File: config.mk
export PLATFORM = sky130hd
export DESIGN_NAME = uart_tx_frame
export DESIGN_NICKNAME = d
export VERILOG_FILES = /design/src/rtl/uart_pkg.sv /design/src/rtl/uart_tx_frame_bit_timer.sv /design/src/rtl/uart_tx_frame.sv
export SDC_FILE = /design/constraint.sdc
export NUM_CORES = 1
export LEC_CHECK = 0
export ABC_AREA = 0
export BUFFER_PORTS_ARGS = -buffer_cell sky130_fd_sc_hd__buf_2
export CAP_MARGIN = 20
export CORE_MARGIN = 3
export CORE_UTILIZATION = 55
export CTS_CLUSTER_DIAMETER = 100
export DETAILED_ROUTE_END_ITERATION = 7
export GPL_TIMING_DRIVEN = 0
export PLACE_DENSITY_LB_ADDON = 0.1
export RECOVER_POWER = 100
export SETUP_SLACK_MARGIN = 0.2
export SYNTH_ARGS = -nofsm -noshare
export SYNTH_HDL_FRONTEND = slang
export SYNTH_HIERARCHICAL = 1
export SYNTH_SLANG_ARGS = --single-unit
File: constraint.sdc
create_clock -name i_clk -period 5.77 [get_ports i_clk]
set_input_delay 0.577 -clock i_clk [delete_from_list [all_inputs] [get_ports i_clk]]
set_output_delay 0.577 -clock i_clk [all_outputs]
set_load 0.01 [all_outputs]
File: src/rtl/uart_pkg.sv
// -----------------------------------------------------------------------------
// uart_pkg
// Shared definitions for the UART frame transmitter and the future receiver:
//   - parity-mode encodings (PAR_NONE / PAR_EVEN / PAR_ODD / PAR_MARK)
//   - one-hot frame state encodings
//   - default bit period in clocks
//   - parity helper function
// -----------------------------------------------------------------------------
package uart_pkg;

  localparam int CLKS_PER_BIT_DEFAULT = 434;

  // Widest payload supported; the parity helper works on a zero-padded word.
  localparam int MAX_DATA_BITS = 9;

  localparam logic [1:0] PAR_NONE = 2'b00;
  localparam logic [1:0] PAR_EVEN = 2'b01;
  localparam logic [1:0] PAR_ODD  = 2'b10;
  localparam logic [1:0] PAR_MARK = 2'b11;

  typedef enum logic [5:0] {
    ST_IDLE   = 6'b000001,
    ST_START  = 6'b000010,
    ST_DATA   = 6'b000100,
    ST_PARITY = 6'b001000,
    ST_STOP   = 6'b010000,
    ST_BREAK  = 6'b100000
  } uart_state_e;

  // Parity bit for a payload. Unused upper bits must be zero so the XOR
  // reduction only sees real data bits.
  function automatic logic parity_bit(input logic [MAX_DATA_BITS-1:0] data,
                                      input logic [1:0]               mode);
    logic p;
    case (mode)
      PAR_EVEN: p = ^data;
      PAR_ODD:  p = ~^data;
      PAR_MARK: p = 1'b1;
      default:  p = 1'b0;
    endcase
    return p;
  endfunction

endpackage

File: src/rtl/uart_tx_frame_bit_timer.sv
// -----------------------------------------------------------------------------
// uart_bit_timer
// Bit-period counter shared by the UART transmitter and receiver. Counts
// 0..CLKS_PER_BIT-1 and wraps; a restart forces the next count to 0 so a new
// state always begins with a full bit period.
// Ports:
//   i_clk          system clock (rising edge)
//   i_rst_n        asynchronous active-low reset
//   i_restart      restart the bit period on the next clock
//   o_bit_end      high on the last clock of a bit period
//   o_bit_pre_end  high on the clock before the last one (lets the user
//                  register outputs that must line up with o_bit_end)
// -----------------------------------------------------------------------------
module uart_bit_timer
  import uart_pkg::*;
#(
  parameter int CLKS_PER_BIT = CLKS_PER_BIT_DEFAULT,
  parameter int CNT_W        = $clog2(CLKS_PER_BIT)
) (
  input  logic i_clk,
  input  logic i_rst_n,
  input  logic i_restart,
  output logic o_bit_end,
  output logic o_bit_pre_end
);

  localparam logic [CNT_W-1:0] CNT_LAST = CNT_W'(CLKS_PER_BIT - 1);
  localparam logic [CNT_W-1:0] CNT_PRE  = CNT_W'(CLKS_PER_BIT - 2);

  logic [CNT_W-1:0] cnt_q;
  logic [CNT_W-1:0] cnt_d;

  assign o_bit_end     = (cnt_q == CNT_LAST);
  assign o_bit_pre_end = (cnt_q == CNT_PRE);

  // Next count: restart or wrap to zero, otherwise advance.
  always_comb begin
    cnt_d = cnt_q;
    if (i_restart) begin
      cnt_d = {CNT_W{1'b0}};
    end else if (o_bit_end) begin
      cnt_d = {CNT_W{1'b0}};
    end else begin
      cnt_d = cnt_q + CNT_W'(1);
    end
  end

  // Counter register.
  always_ff @(posedge i_clk or negedge i_rst_n) begin
    if (!i_rst_n) begin
      cnt_q <= {CNT_W{1'b0}};
    end else begin
      cnt_q <= cnt_d;
    end
  end

endmodule

File: src/rtl/uart_tx_frame.sv
// -----------------------------------------------------------------------------
// uart_tx_frame
// UART transmitter with configurable data width, runtime parity / stop-bit
// selection, valid/ready input handshake and line-break generation.
// Ports:
//   i_clk, i_rst_n   clock, asynchronous active-low reset
//   i_tx_valid       i_tx_data holds a frame payload
//   i_tx_data        payload, sent LSB first
//   o_tx_ready       frame accepted this cycle if i_tx_valid (IDLE, no break)
//   i_parity_mode    00 none, 01 even, 10 odd, 11 mark
//   i_two_stop       0 one stop bit, 1 two stop bits
//   i_break          request a line break (honoured only from IDLE)
//   o_tx             serial line, idle high (registered)
//   o_tx_busy        frame or break in progress (registered)
//   o_tx_done        one-cycle pulse on the last stop cycle (registered)
// -----------------------------------------------------------------------------
module uart_tx_frame
  import uart_pkg::*;
#(
  parameter int CLKS_PER_BIT = CLKS_PER_BIT_DEFAULT,
  parameter int DATA_BITS    = 8
) (
  input  logic                 i_clk,
  input  logic                 i_rst_n,
  input  logic                 i_tx_valid,
  input  logic [DATA_BITS-1:0] i_tx_data,
  output logic                 o_tx_ready,
  input  logic [1:0]           i_parity_mode,
  input  logic                 i_two_stop,
  input  logic                 i_break,
  output logic                 o_tx,
  output logic                 o_tx_busy,
  output logic                 o_tx_done
);

  localparam int CNT_W = $clog2(CLKS_PER_BIT);
  localparam int IDX_W = $clog2(DATA_BITS);
  localparam int BRK_W = $clog2(DATA_BITS + 4);

  localparam logic [IDX_W-1:0] IDX_LAST   = IDX_W'(DATA_BITS - 1);
  // A break lasts at least one full frame worth of bit periods.
  localparam logic [BRK_W-1:0] BRK_MIN    = BRK_W'(DATA_BITS + 3);
  localparam logic [BRK_W-1:0] BRK_MIN_M1 = BRK_W'(DATA_BITS + 2);

  uart_state_e              state_q, state_d;
  logic                     tx_q, tx_d;
  logic                     busy_q, busy_d;
  logic                     done_q, done_d;
  logic [DATA_BITS-1:0]     data_q, data_d;
  logic [1:0]               mode_q, mode_d;
  logic                     two_q, two_d;
  logic [IDX_W-1:0]         idx_q, idx_d;
  logic                     stop_last_q, stop_last_d;
  logic [BRK_W-1:0]         brk_cnt_q, brk_cnt_d;

  logic                     tx_ready_s;
  logic                     bit_end_s;
  logic                     bit_pre_end_s;
  logic                     restart_s;
  logic                     brk_met_s;
  logic                     par_bit_s;
  logic [MAX_DATA_BITS-1:0] par_in_s;

  // Ready is forced low while reset is asserted even though the state
  // register already reads IDLE.
  assign tx_ready_s = (state_q == ST_IDLE) && !i_break;
  assign o_tx_ready = tx_ready_s && i_rst_n;

  assign o_tx      = tx_q;
  assign o_tx_busy = busy_q;
  assign o_tx_done = done_q;

  // Every state change starts a fresh bit period.
  assign restart_s = (state_d != state_q);

  uart_bit_timer #(
    .CLKS_PER_BIT (CLKS_PER_BIT),
    .CNT_W        (CNT_W)
  ) u_bit_timer (
    .i_clk         (i_clk),
    .i_rst_n       (i_rst_n),
    .i_restart     (restart_s),
    .o_bit_end     (bit_end_s),
    .o_bit_pre_end (bit_pre_end_s)
  );

  // Zero-pad the latched payload for the shared parity helper.
  always_comb begin
    par_in_s                = {MAX_DATA_BITS{1'b0}};
    par_in_s[DATA_BITS-1:0] = data_q;
    par_bit_s               = parity_bit(par_in_s, mode_q);
  end

  // Break minimum is met once the counted bit periods reach the limit,
  // including the period that is ending this cycle.
  assign brk_met_s = (brk_cnt_q == BRK_MIN) ||
                     (bit_end_s && (brk_cnt_q == BRK_MIN_M1));

  // Next-state, datapath and registered-output computation.
  always_comb begin
    state_d     = state_q;
    data_d      = data_q;
    mode_d      = mode_q;
    two_d       = two_q;
    idx_d       = idx_q;
    stop_last_d = stop_last_q;
    brk_cnt_d   = brk_cnt_q;

    case (state_q)
      ST_IDLE: begin
        // Break wins over a pending frame.
        if (i_break) begin
          state_d   = ST_BREAK;
          brk_cnt_d = {BRK_W{1'b0}};
        end else if (i_tx_valid && tx_ready_s) begin
          state_d = ST_START;
          data_d  = i_tx_data;
          mode_d  = i_parity_mode;
          two_d   = i_two_stop;
        end else begin
          state_d = ST_IDLE;
        end
      end
      ST_START: begin
        if (bit_end_s) begin
          state_d = ST_DATA;
          idx_d   = {IDX_W{1'b0}};
        end else begin
          state_d = ST_START;
        end
      end
      ST_DATA: begin
        if (bit_end_s && (idx_q == IDX_LAST)) begin
          if (mode_q != PAR_NONE) begin
            state_d = ST_PARITY;
          end else begin
            state_d     = ST_STOP;
            stop_last_d = ~two_q;
          end
        end else if (bit_end_s) begin
          idx_d = idx_q + IDX_W'(1);
        end else begin
          state_d = ST_DATA;
        end
      end
      ST_PARITY: begin
        if (bit_end_s) begin
          state_d     = ST_STOP;
          stop_last_d = ~two_q;
        end else begin
          state_d = ST_PARITY;
        end
      end
      ST_STOP: begin
        if (bit_end_s && stop_last_q) begin
          state_d = ST_IDLE;
        end else if (bit_end_s) begin
          stop_last_d = 1'b1;
        end else begin
          state_d = ST_STOP;
        end
      end
      ST_BREAK: begin
        if (bit_end_s && (brk_cnt_q != BRK_MIN)) begin
          brk_cnt_d = brk_cnt_q + BRK_W'(1);
        end else begin
          brk_cnt_d = brk_cnt_q;
        end
        // A break always closes with exactly one stop bit.
        if (brk_met_s && !i_break) begin
          state_d     = ST_STOP;
          stop_last_d = 1'b1;
        end else begin
          state_d = ST_BREAK;
        end
      end
      default: begin
        state_d = ST_IDLE;
      end
    endcase

    // Line level follows the state being entered so o_tx is a plain flop.
    case (state_d)
      ST_IDLE:   tx_d = 1'b1;
      ST_START:  tx_d = 1'b0;
      ST_DATA:   tx_d = data_q[idx_d];
      ST_PARITY: tx_d = par_bit_s;
      ST_STOP:   tx_d = 1'b1;
      ST_BREAK:  tx_d = 1'b0;
      default:   tx_d = 1'b1;
    endcase

    busy_d = (state_d != ST_IDLE);
    // Registered one cycle early so the pulse coincides with the last stop
    // clock.
    done_d = (state_q == ST_STOP) && stop_last_q && bit_pre_end_s;
  end

  // State, datapath and output registers.
  always_ff @(posedge i_clk or negedge i_rst_n) begin
    if (!i_rst_n) begin
      state_q     <= ST_IDLE;
      tx_q        <= 1'b1;
      busy_q      <= 1'b0;
      done_q      <= 1'b0;
      data_q      <= {DATA_BITS{1'b0}};
      mode_q      <= PAR_NONE;
      two_q       <= 1'b0;
      idx_q       <= {IDX_W{1'b0}};
      stop_last_q <= 1'b0;
      brk_cnt_q   <= {BRK_W{1'b0}};
    end else begin
      state_q     <= state_d;
      tx_q        <= tx_d;
      busy_q      <= busy_d;
      done_q      <= done_d;
      data_q      <= data_d;
      mode_q      <= mode_d;
      two_q       <= two_d;
      idx_q       <= idx_d;
      stop_last_q <= stop_last_d;
      brk_cnt_q   <= brk_cnt_d;
    end
  end

endmodule

==> results.yml <==
drt:
  drt_iter0_markers: 107
  dr.pass1.iters: 4
  wl_per_cell_um: 15.0
  routed_wl_um: 4310
  final_antenna_net_count: 0
  dr_wl_met2_um: 2040
  drc: 0
  highest_layer: "met4"
  vias_per_cell: 5.81
  vias: 1672
  wl_met1_um: 2030
  met3WireLength_um: 169
cts:
  cts_sinks: 37
  tritoncts: "yes"
  cts_max_level: 2
  cts.path.max_buffers: 2
  clk-insertion-delay-late_ns: 0.28
  post_cts_buffers: 0
  cts-buffers-inserted: 5
  cts-root-buf: "clkbuf_8"
  ctsHoldBuffers: 0
  clkTransAtPathRegs_ns: 0.06
  cts_resized: 0
outcome:
  status: "complete, but fails checks"
  violations: "capacitance limit, slew limit"
worst_setup_path:
  r2r_setup_slack_ns: 2.57
  cp-end-kind: "flop"
  reg2reg_depth: 11
  critPathMaxFanout: 9
  crit_type: "flop to flop"
  r2r_end: "u_bit_timer/cnt_q[1]$_DFF_PN0_"
  timing.rr.start: "u_bit_timer/cnt_q[3]$_DFF_PN0_"
  arrival_ns: 3.32
  cp_data_required_time_ns: 5.89
  startpoint_type: "flop"
global_routing:
  overflow: 0
  grt_max_degree: 39
  antenna_found_initial: 0
  grt_usage: 0.212
  grt_pass1_vias: 1603
  grt_pass1_wl_um: 7300
power_and_ir_drop:
  switching_share: 0.355
  power.switching_mw: 0.338
  seq_power_share: 0.411
  internal-power_mw: 0.615
  p_comb_frac: 0.412
  p_per_area_mw_per_mm2: 406
  ir_worst_vdd_mv: 0.302
  leakagePower_nw: 1.01
  power_frac_clock: 0.177
floorplan:
  pin_count: 19
  dieArea_sq_mm: 0.00470
  core-area_sq_mm: 0.00372
  start_util: 0.579
  dieHeight_um: 68.6
  die-width_um: 68.6
  rows: 22
sta:
  fin_crit_ns: 3.20
  fin_crit_sh: 0.555
  layout_setup_ws_ns: 2.57
  worst_pin_slew_ns: 1.95
  fmax_mhz: 312
  hold_viol: 0
  setup-tns-final_ns: 0
  maxSlewHeadroom: -0.302
  rsz0062_at_grt: "false"
  skew_ns: 0.00583
  setup_viol: 0
  slew_viol_final: 39
yosys:
  synthMuxAreaShare: 0.0913
  synth_nets: 237
  synth_fa_ha_area_frac: 0.0465
  synth.distinct_cells: 56
  synth_top_family_by_area: "simple AND/OR/NAND/NOR gates"
  yosys_warnings: 6
  avgSynthCellArea_sq_um: 10.1
  synth-simple-area-share: 0.194
  netlist_area_sq_mm: 0.00215
  syn_inst: 214
  ys_ff_latch: 37
  synth-xor-area-share: 0.0407
  seq_area_frac_synth: 0.431
  ys.flop_type: "dfrtp_1"
  async_reset_ff_frac: 1.00
  synth_compound_area_frac: 0.153
  synth-edff-count: 0
final_layout:
  ff_latch_area_sq_um: 928
  drive_above_1_share: 0.158
  multi_input_area_sq_mm: 0.00110
  final_nets: 262
  filler_cell_count: 309
  syn2layout_area_growth_pct: 8.95
  antenna_cells: 0
placement:
  dp_hpwl_um: 3240
  numPortBuffers: 18
  place_ws_ns: 2.79
  gp_congestion: 0.844
hold_path:
  hold_start: "two_q$_DFFE_PN0P_"
  hold_path_depth: 1
  whs_endpoint: "two_q$_DFFE_PN0P_"
  hp-class: "flop to flop"
job:
  maxCapViolations: 1
worst max-delay path, stage by stage, from the launching register on:
cell and delay (ns):
dfrtp_1 0.41, or4b_1 0.59, nor3_1 0.21, clkbuf_1 0.31, a21oi_1 0.11, nor4b_1 0.35
a221o_1 0.33, nor2_1 0.06, o221ai_1 0.20, inv_1 0.07, o31ai_1 0.26, nor2_1 0.12
layout make-up:
cell class              count  area share
plain buffers               7      0.0149
well taps                  48      0.0256
repair buffers             18      0.0358
inverters                  14      0.0224
multi-input cells         156       0.471
flip-flops and latches     37       0.396
clock buffers               8      0.0342
metrics by stage:
step                      hold slack [ns]  utilization  std cells  total power [mW]  area [sq um]
final                               0.523        0.631        288             0.953          2340
after global routing                0.515        0.631        288              1.03          2340
after CTS                           0.419        0.641        288             0.980          2380
after detailed placement            0.509        0.620        280             0.806          2300
after global placement              0.495        0.620        280             0.791          2300
after floorplan                     0.281            -        214             0.717          2150
power groups by stage:
stage,sequential [mW],clock (mW),combinational (mW)
6_report,0.391,0.169,0.393
5_1_grt,0.400,0.189,0.440
4_1_cts,0.391,0.174,0.414
3_5_place_dp,0.396,0,0.410
3_3_place_gp,0.390,0,0.400
2_1_floorplan,0.382,0,0.336
cell usage in the layout, fill, tap and decap left out, types with 2 or more instances in the layout:
cell      instances
nand3b_1          2
or3_1             5
xor2_1            2
buf_2            14
and2_1            3
xnor2_1           8
clkbuf_8          5
o21ai_0          13
and3_1            3
nor3b_1           2
o211ai_1          2
nor4_1            2
dfstp_2           2
nand2_1          13
mux2i_1           5
nor2_1           14
inv_1            13
o311a_1           2
a21oi_1          12
a31oi_1           3
clkbuf_1         13
nor3_1            4
mux2_2           13
nor2b_1           6
ha_1              8
dfrtp_1          35
nand4_1           3
nand3_1           7
o31ai_1           2
synthesized netlist by cell type (2+ instances only):
master     n  share of area
nor2_1    13          0.023
o21ai_0   13          0.030
nand4_1    3         0.0087
nor2b_1    6          0.017
nand3b_1   2         0.0070
or3_1      5          0.015
and3_1     3         0.0087
inv_1     13          0.023
nor4_1     2         0.0058
xor2_1     2         0.0081
o311a_1    2         0.0093
xnor2_1    8          0.033
o211ai_1   2         0.0070
a31oi_1    3         0.0087
ha_1       8          0.047
clkbuf_1   4         0.0070
nor3b_1    2         0.0070
and2_1     3         0.0087
nand3_1    7          0.016
nor3_1     4         0.0093
nand2_1   13          0.023
dfstp_2    2          0.024
a21oi_1   11          0.026
mux2i_1    5          0.023
dfrtp_1   35           0.41
mux2_2    13          0.068
worst max-delay path by stage:
stage,start,end,depth (start not counted)
after floorplan,u_bit_timer/cnt_q[3]$_DFF_PN0_,o_tx$_DFF_PN1_,9
after global placement,u_bit_timer/cnt_q[3]$_DFF_PN0_,u_bit_timer/cnt_q[2]$_DFF_PN0_,11
after detailed placement,u_bit_timer/cnt_q[2]$_DFF_PN0_,u_bit_timer/cnt_q[3]$_DFF_PN0_,11
after CTS,u_bit_timer/cnt_q[3]$_DFF_PN0_,u_bit_timer/cnt_q[1]$_DFF_PN0_,11
after global routing,u_bit_timer/cnt_q[2]$_DFF_PN0_,u_bit_timer/cnt_q[1]$_DFF_PN0_,11
final,u_bit_timer/cnt_q[3]$_DFF_PN0_,u_bit_timer/cnt_q[1]$_DFF_PN0_,11
sequential cells by signal (all words and copies together) (netlist names):
signal,count
brk_cnt_q,4
data_q,8
idx_q,3
mode_q,2
o_tx,1
o_tx_busy,1
o_tx_done,1
state_q,6
stop_last_q,1
two_q,1
u_bit_timer/cnt_q,9
cell families after synthesis:
logic type / count (synthesis)
AOI/OAI and AO/OA: 48
xor gates and xnor gates: 10
adders and majority gates: 8
buffers and inverters: 21
DFF: 37
muxes: 18
and+or+nand+nor: 72
per-layer routing:
metal,up-vias,global-route usage
li1,828,-
met1,792,0.284
met2,40,0.338
met3,12,0.0438
met4,0,0.0769
met5,-,0
No activity file was read; power rests on OpenSTA's default activity.
